===== src/rtl/mmc1_serial_writer.sv =====
// Generates NES CPU write cycles that load an MMC1 serially: five D0 writes (LSB first),
// or a single D7=1 write that resets the mapper's shift register.
module mmc1_serial_writer #(
  parameter int HALF = 3,
  parameter int GAP  = 1
) (
  input  logic       CLK,
  input  logic       nRES,
  input  logic       REQ,
  input  logic       RST_CMD,
  input  logic [1:0] REG,
  input  logic [4:0] VAL,
  output logic       BUSY,
  output logic       DONE,
  output logic       M2,
  output logic       nROMSEL,
  output logic       CPU_RnW,
  output logic       CPU_A14,
  output logic       CPU_A13,
  output logic       CPU_D0,
  output logic       CPU_D7
);
  localparam int PW = (HALF > 1) ? $clog2(HALF) : 1;
  localparam int GW = (GAP > 1) ? $clog2(GAP) : 1;
  localparam logic [PW-1:0] PH_LAST  = PW'(HALF - 1);
  localparam logic [GW-1:0] GAP_LAST = GW'(GAP - 1);

  typedef enum logic [2:0] {S_IDLE, S_ARM, S_WRITE, S_GAPW, S_FIN} state_t;

  state_t        state;
  logic [PW-1:0] ph;
  logic [GW-1:0] gcnt;
  logic [2:0]    k;
  logic [1:0]    reg_q;
  logic [4:0]    val_q;
  logic          rst_q;
  logic          bnd_q;

  logic ph_wrap, m2_rise, m2_fall;
  assign ph_wrap = (ph == PH_LAST);
  assign m2_rise = ph_wrap && !M2;
  assign m2_fall = ph_wrap && M2;   // CPU cycle boundary

  always_ff @(posedge CLK) begin
    if (!nRES) begin
      state   <= S_IDLE;
      ph      <= '0;
      M2      <= 1'b0;
      nROMSEL <= 1'b1;
      CPU_RnW <= 1'b1;
      CPU_A14 <= 1'b0;
      CPU_A13 <= 1'b0;
      CPU_D0  <= 1'b0;
      CPU_D7  <= 1'b0;
      BUSY    <= 1'b0;
      DONE    <= 1'b0;
      k       <= '0;
      gcnt    <= '0;
      reg_q   <= '0;
      val_q   <= '0;
      rst_q   <= 1'b0;
      bnd_q   <= 1'b0;
    end else begin
      ph    <= ph_wrap ? '0 : ph + 1'b1;
      bnd_q <= m2_fall;
      DONE  <= 1'b0;
      if (ph_wrap) M2 <= !M2;

      if (m2_rise)      nROMSEL <= (state != S_WRITE);
      else if (m2_fall) nROMSEL <= 1'b1;

      // Bus fields move one CLK after the boundary so they hold past the M2 fall.
      if (bnd_q) begin
        CPU_RnW <= (state != S_WRITE);
        if (state == S_WRITE) begin
          {CPU_A14, CPU_A13} <= reg_q;
          CPU_D0             <= rst_q ? 1'b0 : val_q[k];
          CPU_D7             <= rst_q;
        end
      end

      case (state)
        S_IDLE, S_FIN: begin
          state <= S_IDLE;
          if (REQ) begin
            reg_q <= REG;
            val_q <= VAL;
            rst_q <= RST_CMD;
            BUSY  <= 1'b1;
            state <= S_ARM;
          end
        end
        S_ARM: begin
          if (m2_fall) state <= S_WRITE;
        end
        S_WRITE: begin
          if (m2_fall) begin
            state <= S_GAPW;
            gcnt  <= GAP_LAST;
          end
        end
        S_GAPW: begin
          if (m2_fall) begin
            if (gcnt != '0) begin
              gcnt <= gcnt - 1'b1;
            end else if (rst_q || k == 3'd4) begin
              state <= S_FIN;
              k     <= '0;
              BUSY  <= 1'b0;
              DONE  <= 1'b1;
            end else begin
              k     <= k + 1'b1;
              state <= S_WRITE;
            end
          end
        end
        default: state <= S_IDLE;
      endcase
    end
  end
endmodule

===== config.mk =====
export PLATFORM = sky130hd
export DESIGN_NAME = mmc1_serial_writer
export DESIGN_NICKNAME = d
export VERILOG_FILES = /design/src/rtl/mmc1_serial_writer.sv
export SDC_FILE = /design/constraint.sdc
export NUM_CORES = 1
export LEC_CHECK = 0
export CAP_MARGIN = 5
export CORE_MARGIN = 1
export CORE_UTILIZATION = 46
export CTS_CLUSTER_SIZE = 25
export DETAILED_ROUTE_END_ITERATION = 7
export PLACE_DENSITY = 0.73
export SKIP_CTS_REPAIR_TIMING = 1
export SLEW_MARGIN = 20
export SYNTH_ARGS = -nofsm -noshare
export SYNTH_HDL_FRONTEND = slang
export SYNTH_SLANG_ARGS = --single-unit
export TNS_END_PERCENT = 100

===== constraint.sdc =====
create_clock -name CLK -period 1.4 [get_ports CLK]
set_input_delay 0.42 -clock CLK [delete_from_list [all_inputs] [get_ports CLK]]
set_output_delay 0.42 -clock CLK [all_outputs]
set_load 0.005 [all_outputs]

Yosys cells after proc, flatten, opt, wreduce, memory -nomap -nowiden --
Index checks and enable logic that the tools add are counted.
Storage, ports and cells: flip-flop bits (word level) 27, latch bits 0, bits in writable memories 0, memory bits (read-only) 0, bits of input ports 11, output and inout port bits 9, logic and storage cells 78, memories 0
Cells by class: add/sub/neg operators 3, multiply operators 0, divide/modulo/power cells 0, order comparisons 1, equal/unequal tests 13, shifts and indexed selects 0, mux-type cells 23, bitwise logic cells 4, reductions and logical operators 17
Operator list (number):
- $mux W3 | 6
- $mux W1 | 13
- $ne A2 B2 Y1 const B | 6
- $pmux W3 S4 | 1
- $eq A3 B2 Y1 const B | 2
- $eq A3 B3 Y1 const B | 2
- $reduce_and A3 Y1 | 2
- $reduce_bool A2 Y1 | 3
- $reduce_and A5 Y1 | 1
- $lt A3 B4 Y1 const B | 1
- $not A1 Y1 | 4
- $pmux W1 S2 | 2
- $reduce_and A2 Y1 | 2
- $reduce_and A4 Y1 | 1
- $reduce_or A2 Y1 | 2
- $reduce_or A4 Y1 | 1
- $add A3 B1 Y3 const B | 1
- $bmux W1 S3 | 1
- $eq A3 B1 Y1 const B | 1
- $logic_not A3 Y1 | 1
- $ne A3 B2 Y1 const B | 1
- $add A2 B1 Y2 const B | 1
- $eq A2 B2 Y1 const B | 1
- $logic_and A1 B1 Y1 | 2
- 3 further kinds | 3

Longest topological paths before layout --
Gate-level depths: netlist of run 1.
depth in word-level cells 6, gate-level depth with buffers 6, mapped depth without buffers 5

Worst setup path before layout of run 1 --
Ideal clock, no wire load.
path type register -> register, start reg k[1], end reg k[0], library setup time 0.075 ns, data arrival time 1.244 ns, data required time 1.325 ns, slack 0.082 ns, cell stages (with the launch flop) 6, path buffers 0, clock period less this slack 1.318 ns, path through dfxtp_1 > inv_1 > ha_1 > a21o_1 > a311o_1 > o22ai_1
Between the ends: longest elaborated chain between the ends 3
Ends and longest elaborated chain:
- start, declared | line 33 | logic [2:0] k;
- start signal, assigned | line 112 | k <= k + 1'b1;
- $eq A3 B3 Y1 | line 106 | end else if (rst_q || k == 3'd4) begin
- $logic_or A1 B1 Y1 | line 106
- $mux W3 | line 106
No other way between the ends. A chain may end at the register's enable or synchronous reset.

Worst setup path in the final report of run 1 --
start reg k[1], end reg k[1]
Between the ends: longest elaborated chain between the ends 3, elaborated cells between the ends (all ways) 4, classes of those cells 1 x add/sub; 1 x eq/ne; 1 x mux; 1 x reduce/logical
Ends and longest elaborated chain (line):
- branches (longest 2 deep; another with $add A3 B1 Y3)
- $mux W3 (*) | 106
Every way passes the cells marked *.

==> results.ini, run 1 <==
[worst_setup_path]
max_stage_delay_ps = 400
r2r_end = k[1]$_SDFFE_PN0P_
arrival_ps = 1620
worstPathRequired_ps = 1660
cp_slowest_cell = dfxtp_4
path_delay_family = compound AO/OA/AOI/OAI gates
path_cells = inv_1 -> ha_1 -> a21o_1 -> a311o_1 -> o22ai_1
critPathCaptureType = flip-flop
cp_max_fo = 4
start_kind = flip-flop
critical_path_class = reg2reg
rr_worst_depth = 5
r2r_slack_ps = 40
crit_buf_inv = 1
r2r-start = k[1]$_SDFFE_PN0P_

[detailed_routing]
wl_per_cell_um = 13.2
wl_mm = 2.37
ant_nets = 0
drtPass1Iterations = 4
vias_per_cell = 5.35
drtIter0Drc = 24
post-route-drc-count = 0
vias = 958

[layout]
layout_commonest_cell = dfxtp_1
antenna_cells = 0
post-route-util_pct = 64.0
nNetsFinal = 165
final_cell_mix = 17 x dfxtp_1, 14 x buf_4, 12 x nor2b_1, 11 x mux2i_1, 10 x clkdlybuf4s50_1
fillers = 199
drive_gt1_share_pct = 23.5
area_delta_synth_final_pct = 32.5

[sta]
worstMarginPinSlew_ps = 308
finalHoldViolCount = 0
period_minus_slack_ps = 1360
slew_headroom_pct = 79.4
fmax_mhz = 738
setup_tns_ps = 0
report.final.slew_viol_count = 0
fin_crit_sh_pct = 96.8
rsz0062_at_grt = yes
fin_skew_ps = 3.68
finalSetupViolCount = 0

[min_path]
hold_depth = 1
hold_path_end = ph[0]$_SDFF_PP0_
min_path_type = reg2reg
min_from = ph[0]$_SDFF_PP0_

[yosys]
synth.top_cell.area_share_pct = 43.9
syn-num-nets = 133
ys_ff_latch = 26
synth_compound_area_share_pct = 12.7
synth.avg_cell_area_um2 = 10.1
ys_warn_count = 0
synthMuxAreaShare_pct = 10.5
synth_top_family_by_area = simple AND/OR/NAND/NOR gates
synthAdderAreaFrac_pct = 4.22
synth_edf_count = 0
ys_types = 40
netlist_area_um2 = 1190
synth-simple-area-share_pct = 23.1
ys_seq_area_share_pct = 43.9
synth_cells = 118
synthTopCellsByArea = dfxtp_1 44%, mux2i_1 9.3%, nor2b_1 6.3%, ha_1 4.2%, buf_6 2.8%
synth_flop_cell = dfxtp_1
ys_async_sr_fraction_pct = 0
yosysTopAreaCell = dfxtp_1
synth-xor-area-share_pct = 0

[status]
outcome = completed

[cts]
cts_root_buf = clkbuf_4
clkTransAtPathRegs_ps = 140
clock-sinks = 26
clockBufferDepth = 2
htreeDepth = 1
cts_tree = done
cts_made_buffers = 3
clk_latency_ps = 330

[global_routing]
grt_pass1_vias = 834
grtUsageTotal_pct = 17.5
overflow = 0
grt_pass1_wl_mm = 3.51
antenna_found_initial = 0
grt_max_degree = 15

[floorplanning]
initial_core_util_pct = 48.3
core.rowCount = 18
fp.dieH_um = 52.8
die_area_um2 = 2790
die_w_um = 52.8
io_pins = 20
core_um2 = 2450

[pwr]
total_power_uw = 1420
p_leak_uw = 0.000721
vdd_drop_max_mv = 0.732
powerDensity_nw_per_um2 = 903

[placement]
gp_congestion = 0.825
hpwl_mm = 1.63
portBuffers = 19

[flow_run]
cap_violations = 0

## per-layer routing
layer / part of all wire [%] / GRT usage [%] / vias to the layer above
li1: - / - / 478
met1: 45 / 21.9 / 452
met2: 50 / 29.7 / 26
met3: 4.4 / 2.61 / 2
met4: 0.80 / 6.58 / 0
met5: 0 / 0 / -
## synth_stat cells (2+ instances only)
library cell / number
o21ai_0: 3
nor2b_1: 12
nor2_1: 6
dfxtp_1: 26
buf_6: 3
buf_2: 2
o22ai_1: 2
ha_1: 4
inv_1: 3
nand2b_1: 5
a21oi_1: 4
nor4_1: 2
mux2i_1: 11
nand2_1: 8
o221ai_1: 2
## power breakdown
| group | leakage (uW) | total (uW) | internal, uW | switching (uW) |
|---|---|---|---|---|
| registers | 0.000215 | 800 | 777 | 22.9 |
| logic | 0.000485 | 231 | 133 | 98.7 |
| clock network | 0.0000210 | 388 | 159 | 229 |
## worst max-delay path by stage
stage | slack (ps) | from | to | depth (start not counted)
4_1_cts | -220 | CPU_D0$_SDFFE_PN0P_ | CPU_D0 | 1
3_3_place_gp | -220 | REQ | val_q[1]$_SDFFE_PN0P_ | 5
3_5_place_dp | -260 | REQ | val_q[1]$_SDFFE_PN0P_ | 5
2_1_floorplan | 80 | k[1]$_SDFFE_PN0P_ | k[0]$_SDFFE_PN0P_ | 5
6_report | 40 | k[1]$_SDFFE_PN0P_ | k[1]$_SDFFE_PN0P_ | 5
5_1_grt | -10 | k[0]$_SDFFE_PN0P_ | k[0]$_SDFFE_PN0P_ | 5
## final cells by class
cell class | instances | area, um^2 | area share [%]
tap | 30 | 37.5 | 2.39
clock buffer | 4 | 36.3 | 2.31
sequential | 26 | 534 | 34.0
multi-input combinational | 82 | 614 | 39.1
inverter | 3 | 11.3 | 0.717
timing repair buffer | 34 | 338 | 21.5
## worst reg2reg max path: stages (launching register included)
cell	delay (ps)
dfxtp_4	400
inv_1	40
ha_1	180
a21o_1	190
a311o_1	370
o22ai_1	110
## flip-flops by register name, summed over array words and instances, names as in the netlist
signal / count
val_q: 5
k: 3
state: 3
ph: 2
reg_q: 2
BUSY: 1
CPU_A13: 1
CPU_A14: 1
CPU_D0: 1
CPU_D7: 1
CPU_RnW: 1
DONE: 1
M2: 1
bnd_q: 1
nROMSEL: 1
rst_q: 1
## metrics by stage
stage          hold WS [ps]  cell area (um^2)  std cells  setup WS (ps)
2_1_floorplan           392              1190        118           81.7
3_3_place_gp            400              1480        174           -218
3_5_place_dp            404              1480        174           -257
4_1_cts                 422              1510        178           -223
5_1_grt                 457              1570        179          -11.0
6_report                421              1570        179           44.4
## kinds of logic (layout without fill, tap and decap cells)
family	after synthesis	after routing
compound gates	21	21
fa+ha+maj	4	4
buf+inv	10	41
flops	26	26
mux	12	12
simple gates	45	45
Note: power is estimated with default switching activity, not from simulation.
==> inputs of run 2 (changes only) <==
--- a/config.mk
+++ b/config.mk
@@ -5,13 +5,15 @@
 export SDC_FILE = /design/constraint.sdc
 export NUM_CORES = 1
 export LEC_CHECK = 0
+export ABC_CLOCK_PERIOD_IN_PS = 1400
 export CAP_MARGIN = 5
 export CORE_MARGIN = 1
 export CORE_UTILIZATION = 46
 export CTS_CLUSTER_SIZE = 25
 export DETAILED_ROUTE_END_ITERATION = 7
-export PLACE_DENSITY = 0.73
+export PLACE_DENSITY = 0.85
 export SKIP_CTS_REPAIR_TIMING = 1
+export SKIP_LAST_GASP = 1
 export SLEW_MARGIN = 20
 export SYNTH_ARGS = -nofsm -noshare
 export SYNTH_HDL_FRONTEND = slang
==> results.ini, run 2 (same netlist as run 1, synthesis figures left out) <==
[worst_setup_path]
max_stage_delay_ps = 390
cp_slowest_cell = dfxtp_4
r2r_slack_ps = 40
cp_max_fo = 5
worstPathRequired_ps = 1640
critPathCaptureType = flip-flop
arrival_ps = 1600
start_kind = flip-flop
critical_path_class = reg2reg
path_cells = inv_1 -> ha_1 -> a21oi_1 -> nor2_1 -> a311oi_1
path_delay_family = compound AO/OA/AOI/OAI gates
crit_buf_inv = 1

[floorplanning]
core.rowCount = 18
die_area_um2 = 2790
die_w_um = 52.8
initial_core_util_pct = 48.3
fp.dieH_um = 52.8
core_um2 = 2450
io_pins = 20

[placement]
dp.cells = 170
placed_area_um2 = 1430
hpwl_mm = 1.59
portBuffers = 19
gp_congestion = 0.793
dp_slack_ps = -260

[sta]
worstMarginPinSlew_ps = 327
fin_crit_sh_pct = 97.2
fmax_mhz = 735
report.final.slew_viol_count = 0
fin_skew_ps = 2.41
hold_ws_ps = 438
period_minus_slack_ps = 1360
slew_headroom_pct = 78.2
finalSetupViolCount = 0
rsz0062_at_grt = yes
finalHoldViolCount = 0
final.setup.worst_slack_ps = 39.2

[global_routing]
grtUsageTotal_pct = 18.2
overflow = 0
antenna_found_initial = 0
grt_pass1_vias = 892
grt_max_degree = 19
grt_pass1_wl_mm = 3.69

[cts]
clkTransAtPathRegs_ps = 140
cts_tree = done
cts_root_buf = clkbuf_4
cts_made_buffers = 3
clk_latency_ps = 330
clockBufferDepth = 2
clock-sinks = 26
htreeDepth = 1

[layout]
regMostFlops = val_q
drive_gt1_share_pct = 23.1
top_regs = val_q x5, k x3, state x3
stdcell_count = 177
layout_commonest_cell = dfxtp_1
area_delta_synth_final_pct = 30.7
final_cell_mix = 15 x dfxtp_1, 13 x buf_4, 12 x nor2b_1, 11 x mux2i_1
post-route-cell-area_um2 = 1550
post-route-util_pct = 63.1
largest_reg_flops = 5
antenna_cells = 0
nNetsFinal = 163

[detailed_routing]
drtIter0Drc = 11
wl_per_cell_um = 13.3
wl_mm = 2.35
post-route-drc-count = 0
drtPass1Iterations = 4
vias_per_cell = 5.29
vias = 937
ant_nets = 0

[status]
outcome = completed

[pwr]
vdd_drop_max_mv = 0.658
p_leak_uw = 0.000711
powerDensity_nw_per_um2 = 920

[flow_run]
cap_violations = 0

[min_path]
min_path_type = reg2reg

==> run 2: changes by cell type in the layout (fill, tap and decap cells not counted), sizes merged <==
cell / previous run / this run
buf: 15 / 13
==> run 2: cell type report <==
type	instances	area [um^2]
fillers	191	905
multi-input cells	82	618
flip-flops and latches	26	537
repair buffers	32	310
well taps	30	37.5
clock buffers	4	36.3
inverters	3	11.3
==> run 2: metal layers <==
layer	global-route usage, %	vias to the layer above	share of wire [%]
met5	0	-	0
met4	7.46	0	1.2
met3	3.48	2	3.9
met2	31.4	19	49
met1	21.7	442	45
li1	-	474	-
==> run 2: final timing paths <==
| kind | cells after the start | end | startpoint |
|---|---|---|---|
| setup / recovery | 5 | state[1]$_SDFFE_PN0P_ | k[1]$_SDFFE_PN0P_ |
| hold / removal | 1 | ph[0]$_SDFF_PP0_ | ph[0]$_SDFF_PP0_ |
| setup reg to reg | 5 | state[1]$_SDFFE_PN0P_ | k[1]$_SDFFE_PN0P_ |
| hold reg to reg | 1 | ph[0]$_SDFF_PP0_ | ph[0]$_SDFF_PP0_ |
==> run 2: report_power, final <==
part           switching [uW]  total, uW  internal [uW]  leakage, uW
combinational            97.3        230            133     0.000474
clock                     230        390            160    0.0000210
sequential               28.7        805            777     0.000216
total                     356       1430           1070     0.000711
==> run 2: worst register-to-register path, delay by kind of cell, from the launching register on <==
| kind | cells | cell delay [ps] |
|---|---|---|
| simple gates | 1 | 110 |
| compound gates | 2 | 530 |
| buf+inv | 1 | 50 |
| fa+ha+maj | 1 | 190 |
| flops | 1 | 390 |
==> run 2: through the flow <==
stage | setup TNS, ps | power [uW]
after CTS | -2050 | 1410
after floorplan | 0 | 956
after global routing | -61.9 | 1490
after global placement | -2650 | 1020
after detailed placement | -3390 | 1030
final | 0 | 1430
==> inputs of run 3 (changes only) <==
==> constraint.sdc (replaced) <==
create_clock -name CLK -period 1.4 [get_ports CLK]
set_input_delay 0.28 -clock CLK [delete_from_list [all_inputs] [get_ports CLK]]
set_output_delay 0.28 -clock CLK [all_outputs]
set_load 0.005 [all_outputs]
==> results.ini, run 3 (same netlist as run 1, synthesis figures left out) <==
[placement]
dp_slack_ps = -121
gp_congestion = 0.793
hpwl_mm = 1.62
portBuffers = 19
placed_area_um2 = 1430

[cts]
clockBufferDepth = 2
clock-sinks = 26
cts_made_buffers = 3
clkTransAtPathRegs_ps = 140
cts_root_buf = clkbuf_4
htreeDepth = 1
cts_tree = done
clk_latency_ps = 330

[layout]
fillers = 183
area_delta_synth_final_pct = 32.6
antenna_cells = 0
post-route-cell-area_um2 = 1570
largest_reg_flops = 5
post-route-util_pct = 64.1
final_cell_mix = 15 x dfxtp_1, 15 x buf_4, 12 x nor2b_1, 11 x mux2i_1
nNetsFinal = 166
drive_gt1_share_pct = 26.0
regMostFlops = val_q
top_regs = val_q x5, k x3, state x3

[pwr]
p_comb_share_pct = 16.9
p_leak_uw = 0.000719
power_frac_clock_pct = 26.9
p_int_uw = 1080
total_power_uw = 1430
powerDensity_nw_per_um2 = 912
p_sw_share_pct = 24.9
seqPwrFrac_pct = 56.2
power.switching_uw = 357
vdd_drop_max_mv = 0.586

[status]
outcome = finished, violations left
violations = setup timing

[worst_setup_path]
cp_max_fo = 4
critPathCaptureType = flip-flop
cp_slowest_cell = dfxtp_4
arrival_ps = 1650
worstPathRequired_ps = 1630
critical_path_class = reg2reg
start_kind = flip-flop
path_cells = buf_4 -> buf_4 -> mux2_4 -> o311a_1 -> o2bb2ai_1
max_stage_delay_ps = 380
cp_common_cell = buf_4

[global_routing]
grt_max_degree = 19
overflow = 0
grt_pass1_vias = 883
grtUsageTotal_pct = 19.2
grt_pass1_wl_mm = 3.88
antenna_found_initial = 0

[floorplanning]
die_w_um = 52.8
fp.dieH_um = 52.8
core.rowCount = 18
die_area_um2 = 2790
io_pins = 20
core_um2 = 2450
initial_core_util_pct = 48.3

[sta]
finalHoldViolCount = 0
finalSetupViolCount = 1
fin_skew_ps = 4.48
hold_ws_ps = 429
fmax_mhz = 706
period_minus_slack_ps = 1420
final.setup.worst_slack_ps = -17.0
fin_crit_sh_pct = 101
slew_headroom_pct = 77.5
worstMarginPinSlew_ps = 337
rsz0062_at_grt = yes
report.final.slew_viol_count = 0

[detailed_routing]
post-route-drc-count = 0
wl_per_cell_um = 13.4
drtIter0Drc = 31
vias_per_cell = 5.44
vias = 980
ant_nets = 0
drtPass1Iterations = 4
wl_mm = 2.41

[flow_run]
cap_violations = 0

[min_path]
min_path_type = reg2reg

-- run 3: changes by cell type in the layout (fill, tap and decap cells not counted), sizes merged --
| cell | change |
|---|---|
| buf | +2 |
| clkbuf | +1 |
-- run 3: final timing paths --
| check | start | to | cells past startpoint | slack, ps |
|---|---|---|---|---|
| max | k[1]$_SDFFE_PN0P_ | CPU_D0$_SDFFE_PN0P_ | 5 | -20 |
| min | ph[0]$_SDFF_PP0_ | ph[0]$_SDFF_PP0_ | 1 | 430 |
| max reg2reg | k[1]$_SDFFE_PN0P_ | CPU_D0$_SDFFE_PN0P_ | 5 | -20 |
| min reg2reg | ph[0]$_SDFF_PP0_ | ph[0]$_SDFF_PP0_ | 1 | 430 |
-- run 3: cell type report --
| type | instances | area, um^2 | area share [%] |
|---|---|---|---|
| Tap cell | 30 | 37.5 | 2.39 |
| Clock buffer | 4 | 36.3 | 2.31 |
| Multi-Input combinational cell | 82 | 621 | 39.5 |
| Timing Repair Buffer | 35 | 330 | 21.0 |
| Inverter | 3 | 11.3 | 0.716 |
| Sequential cell | 26 | 537 | 34.1 |
-- run 3: critical path: cells and delay by family, from the launching register on --
family / cells / cell delay (ps)
buffers and inverters: 2 / 250
AOI/OAI and AO/OA: 2 / 410
muxes: 1 / 280
DFF: 1 / 380
-- run 3: routing by layer --
layer	share of wire (%)	track usage, %	routed length, um
met1	43	23.6	1050
met2	49	31.9	1170
met3	5.2	3.48	125
met4	2.7	9.21	66
met5	0	0	0
-- run 3: power groups by stage --
stage	logic (uW)	registers (uW)	clock network, uW
detailed placement	210	820	0
finish	242	806	386
global route	266	812	425
CTS	211	804	391
global placement	202	817	0
floorplan	146	810	0
-- run 3: stage by stage --
stage / std cells / TNS (ps)
6_report: 180 / -17.0
5_1_grt: 180 / -44.8
4_1_cts: 174 / -807
3_5_place_dp: 170 / -846
3_3_place_gp: 170 / -377
2_1_floorplan: 118 / 0
